==> config.mk <==
export PLATFORM = sky130hd
export DESIGN_NAME = square_sweep_unit
export DESIGN_NICKNAME = d
export VERILOG_FILES = /design/src/rtl/square_sweep_unit.sv
export SDC_FILE = /design/constraint.sdc
export NUM_CORES = 1
export LEC_CHECK = 0
export BUFFER_PORTS_ARGS = -buffer_cell sky130_fd_sc_hd__clkbuf_2
export CAP_MARGIN = 20
export CORE_UTILIZATION = 40
export DETAILED_ROUTE_END_ITERATION = 7
export HOLD_SLACK_MARGIN = 0.03
export PLACE_DENSITY = 0.65
export SLEW_MARGIN = 20
export SYNTH_ARGS = -nofsm -noshare
export SYNTH_HDL_FRONTEND = slang
export SYNTH_SLANG_ARGS = --single-unit
export TNS_END_PERCENT = 100
==> constraint.sdc <==
create_clock -name clock -period 5.02 [get_ports clock]
set_clock_uncertainty 0.05 [all_clocks]
set_input_delay 0.502 -clock clock [delete_from_list [all_inputs] [get_ports clock]]
set_output_delay 0.502 -clock clock [all_outputs]
set_load 0.02 [all_outputs]
==> src/rtl/square_sweep_unit.sv <==
// Frequency-sweep engine for the square-wave channel: a shadow frequency is
// stepped on 128 Hz ticks through a writeback/re-check state machine with overflow disable.
module square_sweep_unit #(
    parameter int FREQ_W   = 11,
    parameter int SHIFT_W  = 3,
    parameter int PERIOD_W = 3
) (
    input  logic                clock,
    input  logic                reset_n,
    input  logic                tick_128,
    input  logic                trigger,
    input  logic [PERIOD_W-1:0] sweep_period,
    input  logic                sweep_negate,
    input  logic [SHIFT_W-1:0]  sweep_shift,
    input  logic                freq_wr,
    input  logic [FREQ_W-1:0]   freq_in,
    output logic [FREQ_W-1:0]   freq_out,
    output logic                freq_load,
    output logic                channel_enable,
    output logic                busy
);

    typedef enum logic [1:0] {IDLE, CHECK, CALC1, CALC2} state_t;

    state_t              state;
    logic [FREQ_W-1:0]   shadow;
    logic [PERIOD_W:0]   timer;
    logic [PERIOD_W:0]   reload;
    logic [FREQ_W:0]     delta;
    logic [FREQ_W:0]     calc;
    logic                overflow;
    logic                expired;
    logic                sweep_en;
    logic                negate_used;

    // A period field of zero behaves as the longest period, 2^PERIOD_W ticks.
    always_comb begin
        reload           = '0;
        reload[PERIOD_W] = 1'b1;
        if (sweep_period != '0)
            reload = {1'b0, sweep_period};
    end

    // The top bit of calc flags overflow; a subtraction can never set it.
    always_comb begin
        delta    = {1'b0, shadow >> sweep_shift};
        calc     = sweep_negate ? ({1'b0, shadow} - delta) : ({1'b0, shadow} + delta);
        overflow = calc[FREQ_W];
        expired  = (timer[PERIOD_W:1] == '0);
    end

    always_ff @(posedge clock or negedge reset_n) begin
        if (!reset_n) begin
            state          <= IDLE;
            shadow         <= '0;
            timer          <= '0;
            sweep_en       <= 1'b0;
            negate_used    <= 1'b0;
            freq_out       <= '0;
            freq_load      <= 1'b0;
            channel_enable <= 1'b0;
            busy           <= 1'b0;
        end else begin
            freq_load <= 1'b0;
            if (trigger) begin
                shadow         <= freq_wr ? freq_in : freq_out;
                timer          <= reload;
                sweep_en       <= (sweep_period != '0) || (sweep_shift != '0);
                negate_used    <= 1'b0;
                channel_enable <= 1'b1;
                state          <= (sweep_shift != '0) ? CHECK : IDLE;
                busy           <= (sweep_shift != '0);
            end else begin
                if (tick_128)
                    timer <= expired ? reload : timer - (PERIOD_W+1)'(1);

                case (state)
                    IDLE: begin
                        if (tick_128 && expired && sweep_en && sweep_period != '0) begin
                            state <= CALC1;
                            busy  <= 1'b1;
                        end
                    end
                    CALC1: begin
                        if (sweep_negate)
                            negate_used <= 1'b1;
                        if (overflow) begin
                            channel_enable <= 1'b0;
                            state          <= IDLE;
                            busy           <= 1'b0;
                        end else begin
                            if (sweep_shift != '0) begin
                                shadow    <= calc[FREQ_W-1:0];
                                freq_out  <= calc[FREQ_W-1:0];
                                freq_load <= 1'b1;
                            end
                            state <= CALC2;
                        end
                    end
                    default: begin
                        // CHECK and CALC2 share the check-only behaviour.
                        if (sweep_negate)
                            negate_used <= 1'b1;
                        if (overflow)
                            channel_enable <= 1'b0;
                        state <= IDLE;
                        busy  <= 1'b0;
                    end
                endcase

                if (!sweep_negate && negate_used)
                    channel_enable <= 1'b0;
            end

            // A CPU write overrides a coincident sweep writeback on freq_out.
            if (freq_wr)
                freq_out <= freq_in;
        end
    end

endmodule

==> metrics.txt <==
status finished, final reports clean; Worst setup EP type flop; antenna cell count 0; compound-cell area share of the yosys netlist 24.65%; Final ANT Viol Nets 0; dpl hpwl 5507 um; Die H 87.28 um; Clk network pwr share 14.2%; Post-Synth XOR/XNOR Area 5.376%; min Tclk post-route 4.668 ns; DR WL/cell 15.04 um; commonest non-fill, non-tap cell in the layout clkbuf_2; number of global-route vias before repair 2507; total setup buffers inserted after CTS 0; crit share post-route 92.98%; Warnings, synthesis 0; largest net degree at the start of global routing 36; post-layout net count 412; post-synth cell types 63; Achievable Freq 0.2142 GHz; DRT iter0 DRCs 96; Setup Crit Path Kind input pin to flop; Max-Cap Viols 0; DRT Wirelength 7098 um; number of gates resized after cts 0; post-layout util 48.53%; GP Congestion 0.8444; RSZ-0062 raised after global routing no; internal cell power 0.8576 mW; worst hold path type input pin to async pin; 1st-pass router iterations 4; Synth area leaders dfrtp_1 (28%), mux2i_1 (7.2%), ha_1 (5.6%), a21oi_1 (4.0%), nor2_1 (3.6%); fin. max-slew vios 0; Required @ worst endpoint 5.14 ns; layout cells sized above 1 21.54%; Gate power share 62.0%; Worst-path clk slew 0.07 ns; core box area 6907 um^2; Post-Synth Simple-Gate Area 15.83%; largest family of logic cells by synthesized area compound AO/OA/AOI/OAI gates; DRC Markers 0; first-pass GRT wire length 11910 um; EDFF count, synth 0; mux cell area share after synthesis 13.68%; Initial Util 42.12%; final setup violation count 0; CTS Buffer Depth 2; die area 7618 um^2; Synth Flop Type dfrtp_1; Avg Cell Area, Syn 8.789 um^2; hold_buf cts 0; Synth Register Bits 33; crit path max fanout 9; switching power 0.6978 mW; sw frac 44.87%; CTS Buf Count 5; sequential area share after synthesis 28.39%; area grow syn2layout 15.23%; crit start category input pin; PD cells 464.0 nW/um^2; leakage 1.548 nW; number of fill cells in the layout 685; commonest cells after routing, fill and taps aside clkbuf_2 (36), dfrtp_1 (33), nor2_1 (28), nand2_1 (26), a21oi_1 (23); CTS tree done; Vias 2647; adder-cell share of the synthesized area 6.280%; GRT overflow 0; final setup TNS 0 ns; row cnt 30; leading area contributor after synthesis dfrtp_1; Worst Max-Slew Pin Slew 0.8449 ns; Die Wd 87.28 um; IO Count 37; clock sink total 33; PortBufs 36; CP arrival 4.79 ns; share of power burned in registers 23.8%; Clock Latency Late Sink 0.28 ns; vias per std cell 5.608; Hold Fails Final Rpt 0; Yosys top cell area share 28.39%; Worst VDD drop 0.2481 mV; FFs w/ async S/R, synth 100.0%; synthesized area 2909 um^2; slew margin rel. 43.68%; CTS H-tree depth 2; Post-Syn Nets 368; initial antenna violation count 0; GRT Total Usage 20.02%; Root Driver clkbuf_8; Mapped Cells 331
## synthesized netlist by cell type (2+ instances only)
cell / number
buf_6: 2
xnor2_1: 8
dfrtp_1: 33
or3_1: 3
nor2b_1: 3
inv_2: 2
xor2_1: 8
nand2_1: 26
nor3_1: 10
a211o_1: 2
nor3b_1: 2
ha_1: 13
mux2_2: 4
o22ai_1: 3
buf_1: 2
mux2_4: 2
mux4_2: 2
inv_1: 13
mux2i_1: 21
a21oi_1: 23
a221o_1: 6
o22a_1: 6
o31ai_1: 2
mux2_1: 4
o21ai_1: 8
a211oi_1: 2
nand3_1: 6
o221ai_1: 4
o21ai_0: 14
nand2b_1: 12
clkbuf_1: 11
a31oi_1: 7
a21boi_0: 4
o32a_1: 2
a21o_1: 5
nor2_1: 28
buf_2: 2
## power by group through the flow
stage	clock network (mW)	registers (mW)	logic, mW
CTS	0.227	0.368	0.957
floorplan	0	0.375	0.677
global route	0.236	0.375	1.06
global placement	0	0.373	0.940
detailed placement	0	0.373	0.951
finish	0.221	0.371	0.964
## state kept, by name, indices dropped and copies added, names as in the netlist
| register | cells |
|---|---|
| freq_out | 11 |
| shadow | 11 |
| timer | 4 |
| state | 2 |
| busy | 1 |
| channel_enable | 1 |
| freq_load | 1 |
| negate_used | 1 |
| sweep_en | 1 |
## per-layer routing
layer | up-vias | GRT usage [%] | part of all wire (%)
li1 | 1307 | - | -
met1 | 1268 | 30.20 | 51
met2 | 61 | 29.62 | 44
met3 | 11 | 2.275 | 3.6
met4 | 0 | 6.408 | 1.5
met5 | - | 0 | 0
## per-stage QoR
stage	setup slack (ns)	cells	total power, mW	hold WS, ns	instance area [um^2]
6_report	0.3523	472	1.555	0.2569	3352
3_3_place_gp	0.2601	464	1.313	0.4280	3251
3_5_place_dp	0.08821	464	1.324	0.4264	3251
5_1_grt	0.04651	472	1.676	0.3378	3352
2_1_floorplan	0.3779	331	1.052	0.1564	2909
4_1_cts	0.3819	472	1.552	0.2878	3352
## cells by family after synthesis
kind of cell,Yosys count
compound gates,101
xor+xnor,17
fa+ha+maj,14
buf+inv,35
flops,33
mux,34
simple gates,97
## path summary, 6_finish.rpt
check                                 from        endpoint  slack (ns)  cells past startpoint
hold / removal                     reset_n  channel_enable        0.26                      1
setup reg to reg                 shadow[3]       shadow[4]        0.39                     19
setup / recovery            sweep_shift[1]       shadow[4]        0.35                     20
hold reg to reg                       busy            busy        0.44                      1
max in group asynchronous          reset_n       shadow[1]        4.12                      1
min in group clock         sweep_period[2]        timer[2]        0.39                      3
## area by class of cell
class / count / area [um^2] / share of cell area [%]
Clock inverter: 1 / 5.005 / 0.1493
Timing Repair Buffer: 56 / 330.3 / 9.854
Tap cell: 96 / 120.1 / 3.583
Multi-Input combinational cell: 263 / 1914 / 57.11
Clock buffer: 7 / 96.34 / 2.874
Inverter: 16 / 60.06 / 1.792
Sequential cell: 33 / 825.8 / 24.64
## worst max-delay path: stages
cell and delay, ns:
clkbuf_2 0.22, mux2_1 0.39, nor2_1 0.10, a21oi_1 0.04, o21ai_0 0.23, ha_1 0.25
nand3_1 0.08, a21oi_1 0.15, and2_1 0.19, a21oi_1 0.08, o32a_1 0.30, ha_1 0.35
a211o_1 0.16, nor3_1 0.04, and3_1 0.19, o31ai_1 0.42, buf_4 0.20, xor2_2 0.07
a21oi_2 0.43, mux2_2 0.39
(Power assumes the default switching activity.)
